--- src/rtl/cache_mem_arbiter.sv ---
// cache_mem_arbiter
// Round-robin arbiter that shares one memory port among NUM_REQ cache
// controllers. A granted transaction is held on the memory port until
// mem_ready arrives or the per-transaction timeout expires. Completion is
// reported with a one-cycle req_ready pulse, plus req_err on a timeout.
module cache_mem_arbiter #(
  parameter int NUM_REQ    = 2,
  parameter int ADDR_WIDTH = 32,
  parameter int DATA_WIDTH = 64,
  parameter int TIMEOUT    = 256
) (
  input  logic                          clk,
  input  logic                          rst,
  input  logic [NUM_REQ-1:0]            req_read,
  input  logic [NUM_REQ-1:0]            req_write,
  input  logic [NUM_REQ*ADDR_WIDTH-1:0] req_addr,
  input  logic [NUM_REQ*DATA_WIDTH-1:0] req_wdata,
  output logic [NUM_REQ-1:0]            req_ready,
  output logic [NUM_REQ-1:0]            req_err,
  output logic [DATA_WIDTH-1:0]         req_rdata,
  output logic [ADDR_WIDTH-1:0]         mem_addr,
  output logic [DATA_WIDTH-1:0]         mem_data_out,
  output logic                          mem_read,
  output logic                          mem_write,
  input  logic [DATA_WIDTH-1:0]         mem_data_in,
  input  logic                          mem_ready,
  output logic [$clog2(NUM_REQ)-1:0]    grant_id,
  output logic                          busy
);

  localparam int IW = $clog2(NUM_REQ);
  // A zero-width counter is illegal, so a disabled timeout keeps one dummy bit.
  localparam int CW = (TIMEOUT > 0) ? $clog2(TIMEOUT + 1) : 1;
  localparam bit TO_EN = (TIMEOUT > 0);
  localparam logic [CW-1:0] CNT_LAST = CW'((TIMEOUT > 0) ? TIMEOUT - 1 : 0);

  typedef enum logic [1:0] {
    IDLE = 2'd0,
    BUSY = 2'd1,
    DONE = 2'd2
  } state_t;

  state_t                  state_r, state_s;
  logic [IW-1:0]           rr_ptr_r, rr_ptr_s;
  logic [CW-1:0]           cnt_r, cnt_s;
  logic                    is_write_r, is_write_s;

  logic [NUM_REQ-1:0]      active_s;
  logic                    pick_valid_s;
  logic [IW-1:0]           pick_idx_s;
  logic [IW-1:0]           cand_s;

  logic [NUM_REQ-1:0]      req_ready_s, req_err_s;
  logic [DATA_WIDTH-1:0]   req_rdata_s;
  logic [ADDR_WIDTH-1:0]   mem_addr_s;
  logic [DATA_WIDTH-1:0]   mem_data_out_s;
  logic                    mem_read_s, mem_write_s, busy_s;
  logic [IW-1:0]           grant_id_s;

  assign active_s = req_read | req_write;

  // Round-robin pick: scan from farthest to nearest so the first active index after rr_ptr wins.
  always_comb begin
    pick_valid_s = 1'b0;
    pick_idx_s   = '0;
    cand_s       = '0;
    for (int k = NUM_REQ; k >= 1; k--) begin
      cand_s = IW'((int'(rr_ptr_r) + k) % NUM_REQ);
      if (active_s[cand_s]) begin
        pick_valid_s = 1'b1;
        pick_idx_s   = cand_s;
      end else begin
        pick_valid_s = pick_valid_s;
      end
    end
  end

  // Next-state and next-output logic; every register holds unless a transition changes it.
  always_comb begin
    state_s        = state_r;
    rr_ptr_s       = rr_ptr_r;
    cnt_s          = cnt_r;
    is_write_s     = is_write_r;
    grant_id_s     = grant_id;
    mem_addr_s     = mem_addr;
    mem_data_out_s = mem_data_out;
    mem_read_s     = mem_read;
    mem_write_s    = mem_write;
    req_rdata_s    = req_rdata;
    req_ready_s    = '0;
    req_err_s      = '0;
    case (state_r)
      IDLE: begin
        if (pick_valid_s) begin
          grant_id_s = pick_idx_s;
          mem_addr_s = req_addr[int'(pick_idx_s)*ADDR_WIDTH +: ADDR_WIDTH];
          cnt_s      = '0;
          state_s    = BUSY;
          // Both strobes high on one requester is treated as a write.
          if (req_write[pick_idx_s]) begin
            is_write_s     = 1'b1;
            mem_data_out_s = req_wdata[int'(pick_idx_s)*DATA_WIDTH +: DATA_WIDTH];
            mem_write_s    = 1'b1;
            mem_read_s     = 1'b0;
          end else begin
            is_write_s  = 1'b0;
            mem_write_s = 1'b0;
            mem_read_s  = 1'b1;
          end
        end else begin
          mem_read_s  = 1'b0;
          mem_write_s = 1'b0;
        end
      end
      BUSY: begin
        // mem_ready on the timeout cycle wins: it is a normal completion.
        if (mem_ready) begin
          mem_read_s             = 1'b0;
          mem_write_s            = 1'b0;
          req_ready_s[grant_id]  = 1'b1;
          rr_ptr_s               = grant_id;
          state_s                = DONE;
          if (is_write_r) begin
            req_rdata_s = req_rdata;
          end else begin
            req_rdata_s = mem_data_in;
          end
        end else if (TO_EN && (cnt_r == CNT_LAST)) begin
          mem_read_s             = 1'b0;
          mem_write_s            = 1'b0;
          req_ready_s[grant_id]  = 1'b1;
          req_err_s[grant_id]    = 1'b1;
          req_rdata_s            = '0;
          rr_ptr_s               = grant_id;
          state_s                = DONE;
        end else begin
          cnt_s = cnt_r + 1'b1;
        end
      end
      DONE: begin
        // Requests are not sampled here so a finished requester can drop its strobe.
        state_s = IDLE;
      end
      default: begin
        state_s     = IDLE;
        mem_read_s  = 1'b0;
        mem_write_s = 1'b0;
      end
    endcase
    busy_s = (state_s != IDLE);
  end

  // FSM state register.
  always_ff @(posedge clk or posedge rst) begin
    if (rst) begin
      state_r <= IDLE;
    end else begin
      state_r <= state_s;
    end
  end

  // Registered datapath and outputs; reset abandons any in-flight transaction.
  always_ff @(posedge clk or posedge rst) begin
    if (rst) begin
      rr_ptr_r     <= IW'(NUM_REQ - 1);
      cnt_r        <= '0;
      is_write_r   <= 1'b0;
      grant_id     <= '0;
      mem_addr     <= '0;
      mem_data_out <= '0;
      mem_read     <= 1'b0;
      mem_write    <= 1'b0;
      req_rdata    <= '0;
      req_ready    <= '0;
      req_err      <= '0;
      busy         <= 1'b0;
    end else begin
      rr_ptr_r     <= rr_ptr_s;
      cnt_r        <= cnt_s;
      is_write_r   <= is_write_s;
      grant_id     <= grant_id_s;
      mem_addr     <= mem_addr_s;
      mem_data_out <= mem_data_out_s;
      mem_read     <= mem_read_s;
      mem_write    <= mem_write_s;
      req_rdata    <= req_rdata_s;
      req_ready    <= req_ready_s;
      req_err      <= req_err_s;
      busy         <= busy_s;
    end
  end

endmodule

--- config.mk ---
export PLATFORM = sky130hd
export DESIGN_NAME = cache_mem_arbiter
export DESIGN_NICKNAME = d
export VERILOG_FILES = /design/src/rtl/cache_mem_arbiter.sv
export SDC_FILE = /design/constraint.sdc
export NUM_CORES = 1
export LEC_CHECK = 0
export BUFFER_PORTS_ARGS = -buffer_cell sky130_fd_sc_hd__buf_2
export CAP_MARGIN = 20
export CELL_PAD_IN_SITES_DETAIL_PLACEMENT = 1
export CELL_PAD_IN_SITES_GLOBAL_PLACEMENT = 1
export CORE_UTILIZATION = 26
export DETAILED_ROUTE_END_ITERATION = 10
export MAX_ROUTING_LAYER = met4
export PLACE_DENSITY_LB_ADDON = 0.1
export RECOVER_POWER = 25
export SYNTH_ARGS = -nofsm -noshare
export SYNTH_HDL_FRONTEND = slang
export SYNTH_SLANG_ARGS = --single-unit
--- constraint.sdc ---
create_clock -name clk -period 12.4 [get_ports clk]
set_input_delay 0.62 -clock clk [delete_from_list [all_inputs] [get_ports clk]]
set_output_delay 0.62 -clock clk [all_outputs]
set_load 0.01 [all_outputs]
# Yosys cells after proc, flatten, opt, wreduce, memory -nomap -nowiden
# Index checks and enable logic that the tools add are counted.
classes:
  order_cmp: 5
  shift: 2
  eq_ne: 8
  reduce_logical: 11
  bitwise: 2
  mux: 38
  addsub: 3
ops:
  columns: ["op", "n"]
  rows:
  - ["64-bit two-way mux", 3]
  - ["128-bit by 8-bit indexed part select with 64-bit output", 1]
  - ["64-bit by 7-bit indexed part select with 32-bit output", 1]
  - ["9-bit two-way mux", 3]
  - ["1-bit two-way mux", 19]
  - ["9-bit case mux with 2 select lines", 1]
  - ["2-bit two-way mux", 8]
  - ["9-bit by 1-bit adder with 9-bit output, second input constant", 1]
  - ["9-bit by 8-bit equality test with 1-bit output, second input constant", 1]
  - ["1-bit by 2-bit < comparator with 1-bit output, second input constant", 4]
  - ["2-bit inequality test, second input constant", 4]
  - ["1-bit case mux with 3 select lines", 2]
  - ["2-bit AND reduction", 3]
  - ["3-bit AND reduction", 2]
  - ["2-bit nonzero test", 3]
  - ["2-bit case mux with 2 select lines", 1]
  - ["4-bit AND reduction", 1]
  - ["3-bit inequality test, second input constant", 1]
  - ["1-bit adder, second input constant", 2]
  - ["2-bit by 1-bit equality test with 1-bit output, second input constant", 1]
  - ["2-bit equality test, second input constant", 1]
  - ["2-bit zero test", 1]
  - ["2-bit OR", 1]
  - ["1-bit demux with 1-bit select", 1]
  - ["other kinds (3)", 3]
word_totals:
  output_inout_bits: 168
  wordCells: 82
  regBits: 181
  in_bits: 263

# Longest topological paths before layout
# Gate-level depths: netlist (run 1).
logic_depth:
  ltp_word: 10
  mapped_depth: 11

# Least setup slack after synthesis (run 1)
# OpenSTA, ideal clock, no wires.
synth_path:
  kind: "flip-flop to flip-flop"
  start: "register cnt_r[0]"
  end: "register req_rdata[0]"
  t_required_ns: 12.317
  period_less_slack_ns: 2.260
  n_path_buf: 3
  t_arrival_ns: 2.178
  slack_ns: 10.140
  stages_incl_launch_ff: 12
  setup_time_ns: 0.083
  path_cell_list: "dfrtp_1 > ha_1 > nand3_1 > nor2_1 > ha_1 > or2_2 > nand3_1 > buf_2 > clkbuf_1 > clkbuf_1 > nand2_1 > o21ai_0"
synth_via:
  elab_chain_len: 3
synth_lines:
  columns: ["item", "line_no", "text"]
  rows:
  - ["start, declared", "45", "logic [CW-1:0] cnt_r, cnt_s;"]
  - ["start signal, assigned", "179", "cnt_r <= cnt_s;"]
  - ["9-bit by 8-bit equality test with 1-bit output", "128", "end else if (TO_EN && (cnt_r == CNT_LAST)) begin"]
  - ["2-bit nonzero test (no line)", null, null]
  - ["3-bit AND reduction (no line)", null, null]
  - ["end signal, assigned", "186", "req_rdata <= req_rdata_s;"]
  - ["end, declared", "20", "output logic [DATA_WIDTH-1:0] req_rdata,"]
# Every way passes these cells.
# A chain may end at the register's enable or synchronous reset.

==> results of run 1 <==
[power by group]
| group | switching (mW) | leakage, nW | internal [mW] | total [mW] |
|---|---|---|---|---|
| Combinational | 0.565 | 3.08 | 0.439 | 1.00 |
| Clock | 0.263 | 0.286 | 0.288 | 0.551 |
| Sequential | 0.123 | 2.26 | 0.841 | 0.964 |
[routing by layer]
metal  global-route usage  up-vias  wire length (um)
met2                0.310      212             14300
met1                0.192     3137             10500
li1                     -     3260                 -
met5                    -        -                 0
met3               0.0418       18              1510
met4               0.0516        0               377
[worst register-to-register path, delay by kind of cell, from the launching register on]
kind,cells,cell delay [ns]
buf+inv,1,0.74
simple gates,1,0.54
mux,1,0.51
flops,1,0.44
compound gates,1,0.26
[final cells by class]
class | count | area [um2]
Fill cell | 3530 | 18900
Sequential cell | 181 | 4530
Multi-Input combinational cell | 481 | 3270
Timing Repair Buffer | 438 | 2210
Tap cell | 390 | 488
Clock buffer | 19 | 433
Clock inverter | 13 | 150
Inverter | 4 | 16.3
Antenna cell | 5 | 12.5
[Yosys cell counts, types with 2 or more instances]
| library cell | instances |
|---|---|
| a21o_1 | 2 |
| a21oi_1 | 2 |
| and3_1 | 3 |
| buf_1 | 2 |
| buf_2 | 6 |
| buf_4 | 2 |
| buf_6 | 5 |
| clkbuf_1 | 33 |
| dfrtp_1 | 180 |
| ha_1 | 2 |
| inv_1 | 4 |
| mux2_1 | 38 |
| mux2_2 | 91 |
| mux2i_1 | 32 |
| nand2_1 | 172 |
| nand3_1 | 4 |
| nand4_1 | 3 |
| nor2_1 | 8 |
| nor3_1 | 3 |
| nor4b_1 | 2 |
| o21ai_0 | 102 |
| or3_1 | 2 |
| xor2_1 | 4 |
[worst paths after layout]
path	depth (start not counted)	slack, ns	start	endpoint
worst min register to register	2	0.48	req_rdata[45]$_DFFE_PP0P_	req_rdata[45]$_DFFE_PP0P_
worst max-delay path	3	7.91	rst	req_rdata[19]$_DFFE_PP0P_
worst max register to register	4	9.81	state_r[1]$_DFF_PP0_	mem_data_out[55]$_DFFE_PP0P_
worst min-delay path	3	0.43	mem_data_in[37]	req_rdata[37]$_DFFE_PP0P_
min in group asynchronous	2	1.87	rst	req_rdata[21]$_DFFE_PP0P_
max in group clk	4	9.81	state_r[1]$_DFF_PP0_	mem_data_out[55]$_DFFE_PP0P_
[per-stage QoR]
stage / cell area [um2] / cells / setup WS (ns) / hold slack (ns)
floorplan: 8030 / 714 / 6.87 / 0.450
global route: 11100 / 1531 / 6.92 / 0.409
detailed placement: 10500 / 1493 / 9.36 / 0.465
CTS: 11100 / 1525 / 9.57 / 0.396
global placement: 10500 / 1493 / 9.46 / 0.456
finish: 11100 / 1531 / 7.91 / 0.426
[state kept, by name, summed over array words and instances, names as in the netlist]
register / count
grant_id: 1
mem_addr: 32
req_rdata: 64
mem_data_out: 64
rr_ptr_r: 1
cnt_r: 9
is_write_r: 1
req_err: 2
req_ready: 2
mem_read: 1
state_r: 2
mem_write: 1
busy: 1
[kinds of logic after synthesis]
kind of cell,share of synthesized area
buffers and inverters,0.0309
adders and majority gates,0.00312
AOI/OAI and AO/OA,0.0725
muxes,0.221
and+or+nand+nor,0.103
DFF,0.565
xor gates and xnor gates,0.00546
==> metrics.md, run 1 <==
| Metric | Value |
|---|---|
| Sinks on Clock Net | 181 |
| Initial DRC count | roughly 250 |
| I/O Pins | 431 |
| Resized Gates After CTS | 0 |
| Crit start category | primary input |
| Worst-Margin Slew | 5.41 ns |
| Final Hold Viols | 0 |
| RSZ-0062 raised after global routing | no |
| Post-synth cell types | 35 |
| Layout Skew | 0.0213 ns |
| Via density | 4.33 |
| Peak VDD IR | 132 uV |
| Critical path data required time | between 10 and 15 ns |
| Routed len/inst | 17.5 um |
| Chip Height | 178 um |
| Syn_nets | 979 |
| # hold bufs at CTS | 0 |
| Synthesized area | around 0.008 mm2 |
| Cell Chain, Critical Path | buf_2, clkinvlp_2, buf_4 |
| Max_slew headroom | -2.62 |
| Commonest non-fill, non-tap cell in the layout | buf_2 |
| Clk_lat worst skew | 0.43 ns |
| Overflow after GRT | 0 |
| Layout cells sized above 1 | 0.484 |
| Num CTS Buffers | 17 |
| Pwr Total | 2.52 mW |
| Final core utilization | 0.370 |
| Max clock buf depth | 2 |
| Failing checks | max-capacitance violations, max-slew violations |
| Initial antenna violation count | 5 |
| Synth warn | 0 |
| Cell count after synthesis | between 700 and 800 |
| Leak Pwr | 5.62 nW |
| Core area | 0.0300 mm2 |
| Total negative setup slack | 0 ns |
| Top FF cell, synth | dfrtp_1 |
| DRC errors left | 0 |
| Crit-path max cell delay | approximately 3 ns |
| Final worst-path cycle share | 0.362 |
| Buffers on Ports | 430 |
| Post-synth EDFFs | 0 |
| GRT Util Overall | 0.174 |
| Synthesized flop and latch total | ~180 |
| Final nets | 1388 |
| Status | finished with violations |
| Seq/Total Area, Yosys | 0.565 |
| Global placement routability congestion | 0.781 |
| Crit-path leading delay family | buffers and inverters |
| Routed vias | 6627 |
| Final ANT Viol Nets | 0 |
| Die area | 0.0316 mm2 |
| Post-DP HPWL | roughly 20000 um |
| Worst Path Max Fanout | 115 |
| Fin. max-slew vios | between 100 and 150 |
| Top cells by area, synth | dfrtp_1 (56%), mux2_2 (13%), nand2_1 (8.0%), o21ai_0 (6.4%), mux2_1 (5.3%) |
| Area grow syn2layout | 38.5% |
| Wire length after detailed routing | 26700 um |
| Leading area contributor after synthesis | dfrtp_1 |
| Cell Pwr Density | 227 mW/mm2 |
| TritonCTS clock tree | yes |
| Top-area cell type share of the netlist area | 0.561 |
| Worst EP arrival | just under 5 ns |
| DRT Pass-1 Iters | 4 |
| Post-CTS setup buffers | 0 |
| Row Count | 63 |
| Largest net degree at the start of global routing | 129 |
| Mapped Avg Cell Area | 11.2 um2 |
| Via count of the first global-routing pass | 6871 |
| Number of max-cap violations | 1 |
| Root Buffer Master | clkbuf_16 |
| First-pass GRT wire length | 40300 um |
| Highest-count cells in the layout ignoring fill and taps | buf_2 (414), dfrtp_1 (180), nand2_1 (172) |
| Ys async rst share | 1.00 |
| Slowest-stage cell, CP | clkinvlp_2 |
| Critical path class | primary input to async pin |
| Achievable clock frequency | 223 MHz |
| Minimum clock period | ~4.5 ns |
| Starting Density | 0.267 |
| CP Buf/Inv Count | 3 |
| Die width | 178 um |
| Hold Path Class | primary input to flip-flop |
| CP endpoint kind | async pin |
| H-tree depth | 4 |
| Final setup fails | 0 |
| Clock transition at path regs | 0.08 ns |
Power figures use the tool's default switching activity.
==> inputs of run 2 (changes only) <==
==> constraint.sdc (replaced) <==
create_clock -name clk -period 4.7 [get_ports clk]
set_input_delay 0.235 -clock clk [delete_from_list [all_inputs] [get_ports clk]]
set_output_delay 0.235 -clock clk [all_outputs]
set_load 0.01 [all_outputs]
==> run 2 against run 1 <==
Compared with the run above:
- the flow still finishes with violations (max-capacitance violations, max-slew violations)
- first-iteration DRC count fell by 5.3%
- global-route usage barely moved
- sequential share of layout area fell by 0.091 points
- non-clock buffer count did not move
- setup slack got worse by 6.1 ns
- design area rose by 0.22%
- core utilization rose by 0.083 points
- clock power rose to 2.7 times the previous value
- clock skew barely moved
- worst hold slack got worse by 0.38 ns
==> metrics.md, run 2 (synthesized netlist as in run 1, its figures left out) <==
| Metric | Value |
|---|---|
| Resized Gates After CTS | 0 |
| Row Count | between 60 and 70 |
| Highest-count cells in the layout ignoring fill and taps | buf_2 (422), dfrtp_1 (180), nand2_1 (172) |
| Leak Pwr | 5.65 nW |
| Fin. max-slew vios | 37 |
| Commonest non-fill, non-tap cell in the layout | buf_2 |
| Buffers on Ports | 430 |
| Overflow after GRT | 0 |
| Highest metal used | met4 |
| Max clock buf depth | 2 |
| Hold slack | 0.0432 ns |
| Core area | 0.0300 mm2 |
| TritonCTS clock tree | yes |
| Via density | 4.36 |
| Max_slew headroom | -0.208 |
| Failing checks | max-capacitance violations, max-slew violations |
| I/O Pins | 431 |
| Peak VDD IR | 277 uV |
| DRT Pass-1 Iters | 4 |
| Minimum clock period | 2.89 ns |
| Num CTS Buffers | 17 |
| Reg2reg end | req_rdata[12]$_DFFE_PP0P_ |
| Slowest-stage cell, CP | nand3_4 |
| Chip Height | 178 um |
| # hold bufs at CTS | 0 |
| Clock transition at path regs | 0.09 ns |
| Status | finished with violations |
| Die area | 0.0316 mm2 |
| Clk_lat worst skew | 0.43 ns |
| WHS Path Cells | 3 |
| Final setup fails | 0 |
| Post-CTS setup buffers | 0 |
| Layout cells sized above 1 | 0.493 |
| Die width | around 180 um |
| Sinks on Clock Net | 181 |
| DRC errors left | 0 |
| Cell Pwr Density | 601 mW/mm2 |
| CP endpoint kind | flip-flop |
| First-pass GRT wire length | 40400 um |
| Achievable clock frequency | 346 MHz |
| Crit-path leading delay family | simple AND/OR/NAND/NOR gates |
| Post-DP HPWL | 20500 um |
| Worst Path Max Fanout | 77 |
| Routed len/inst | 17.6 um |
| H-tree depth | 4 |
| Crit-path max cell delay | 0.56 ns |
| Initial DRC count | about 230 |
| RR Startpoint | cnt_r[0]$_DFFE_PP0P_ |
| Initial antenna violation count | 3 |
| Number of max-cap violations | 1 |
| Biggest regs | mem_data_out (64), req_rdata (64), mem_addr (32) |
| Cell Chain, Critical Path | ha_1, nand3_1, nor2_1, ha_1, or2_2, nand3_4, buf_4, o21ai_0 |
| Reg2reg path depth | 8 |
| Final worst-path cycle share | 0.614 |
| Global placement routability congestion | between 0.7 and 0.8 |
| Area grow syn2layout | 38.8% |
| WL met1 | 10800 um |
| Final nets | 1388 |
| Worst-Margin Slew | 1.80 ns |
| HP Start | mem_data_in[34] |
| Met3 WL | roughly 1500 um |
| Worst EP arrival | 3.16 ns |
| Endpoint, Worst Hold | req_rdata[34]$_DFFE_PP0P_ |
| Layout Skew | 0.0214 ns |
| Critical path class | flip-flop to flip-flop |
| Starting Density | 0.267 |
| Routed vias | 6669 |
| Total negative setup slack | 0 ns |
| Metal2 WL | 14200 um |
| Most frequent CP cell | ha_1 |
| CP Buf/Inv Count | 1 |
| Root Buffer Master | clkbuf_16 |
| Final ANT Viol Nets | 0 |
| Final Hold Viols | 0 |
| Via count of the first global-routing pass | 6985 |
| Critical path data required time | 4.97 ns |
| RSZ-0062 raised after global routing | no |
| GRT Util Overall | 0.175 |
| Wire length after detailed routing | between 20000 and 30000 um |
| Hold Path Class | primary input to flip-flop |
| Crit start category | flip-flop |
| Largest net degree at the start of global routing | 100 |
| R2r setup slk | approximately 1.8 ns |
-- run 2: cell count changes in the layout (fill, tap and decap cells not counted), sizes merged --
cell and delta:
buf +8, clkbuf -10, clkinv +1, clkinvlp +1
diode -2
-- run 2: layer usage --
metal	vias up	track usage
met1	3193	0.195
met2	206	0.313
met5	-	-
met3	18	0.0379
met4	0	0.0456
li1	3252	-
-- run 2: tightest hold or removal path: cells and delay by family --
family,cells,cell delay [ns]
AOI/OAI and AO/OA,1,0.06
buffers and inverters,1,0.09
and+or+nand+nor,1,0.05
-- run 2: worst max-delay path by stage --
stage,slack [ns],from,end,cells past startpoint
6_report,1.81,cnt_r[0]$_DFFE_PP0P_,req_rdata[12]$_DFFE_PP0P_,8
5_1_grt,1.54,cnt_r[0]$_DFFE_PP0P_,req_rdata[12]$_DFFE_PP0P_,8
4_1_cts,1.76,cnt_r[0]$_DFFE_PP0P_,req_rdata[12]$_DFFE_PP0P_,8
3_5_place_dp,1.78,cnt_r[0]$_DFFE_PP0P_,req_rdata[12]$_DFFE_PP0P_,8
3_3_place_gp,1.91,cnt_r[0]$_DFFE_PP0P_,req_rdata[61]$_DFFE_PP0P_,8
2_1_floorplan,2.14,rst,busy$_DFF_PP0_,1
-- run 2: layout make-up --
| type | instances | area (um2) |
|---|---|---|
| inverter | 4 | 16.3 |
| clock buffer | 17 | 425 |
| multi-input combinational | 481 | 3270 |
| fill | 3517 | 18900 |
| clock inverter | 15 | 185 |
| tap | 390 | 488 |
| sequential | 181 | 4530 |
| timing repair buffer | 438 | 2210 |
| antenna | 3 | 7.51 |
-- run 2: where the power goes --
| part | switching (mW) | total [mW] | internal (mW) |
|---|---|---|---|
| sequential | 0.327 | 2.54 | 2.22 |
| combinational | 1.51 | 2.66 | 1.15 |
| clock | 0.715 | 1.49 | 0.771 |
-- run 2: per-stage QoR --
stage          setup slack [ns]  cell area (um2)   util  total power, mW  std cells
3_3_place_gp               1.91            10500  0.351             5.28       1494
2_1_floorplan              2.14             8030      -             4.12        714
5_1_grt                    1.54            11100  0.371             7.19       1529
6_report                   1.81            11100  0.371             6.69       1529
3_5_place_dp               1.78            10500  0.351             5.35       1494
4_1_cts                    1.76            11100  0.371             6.86       1526
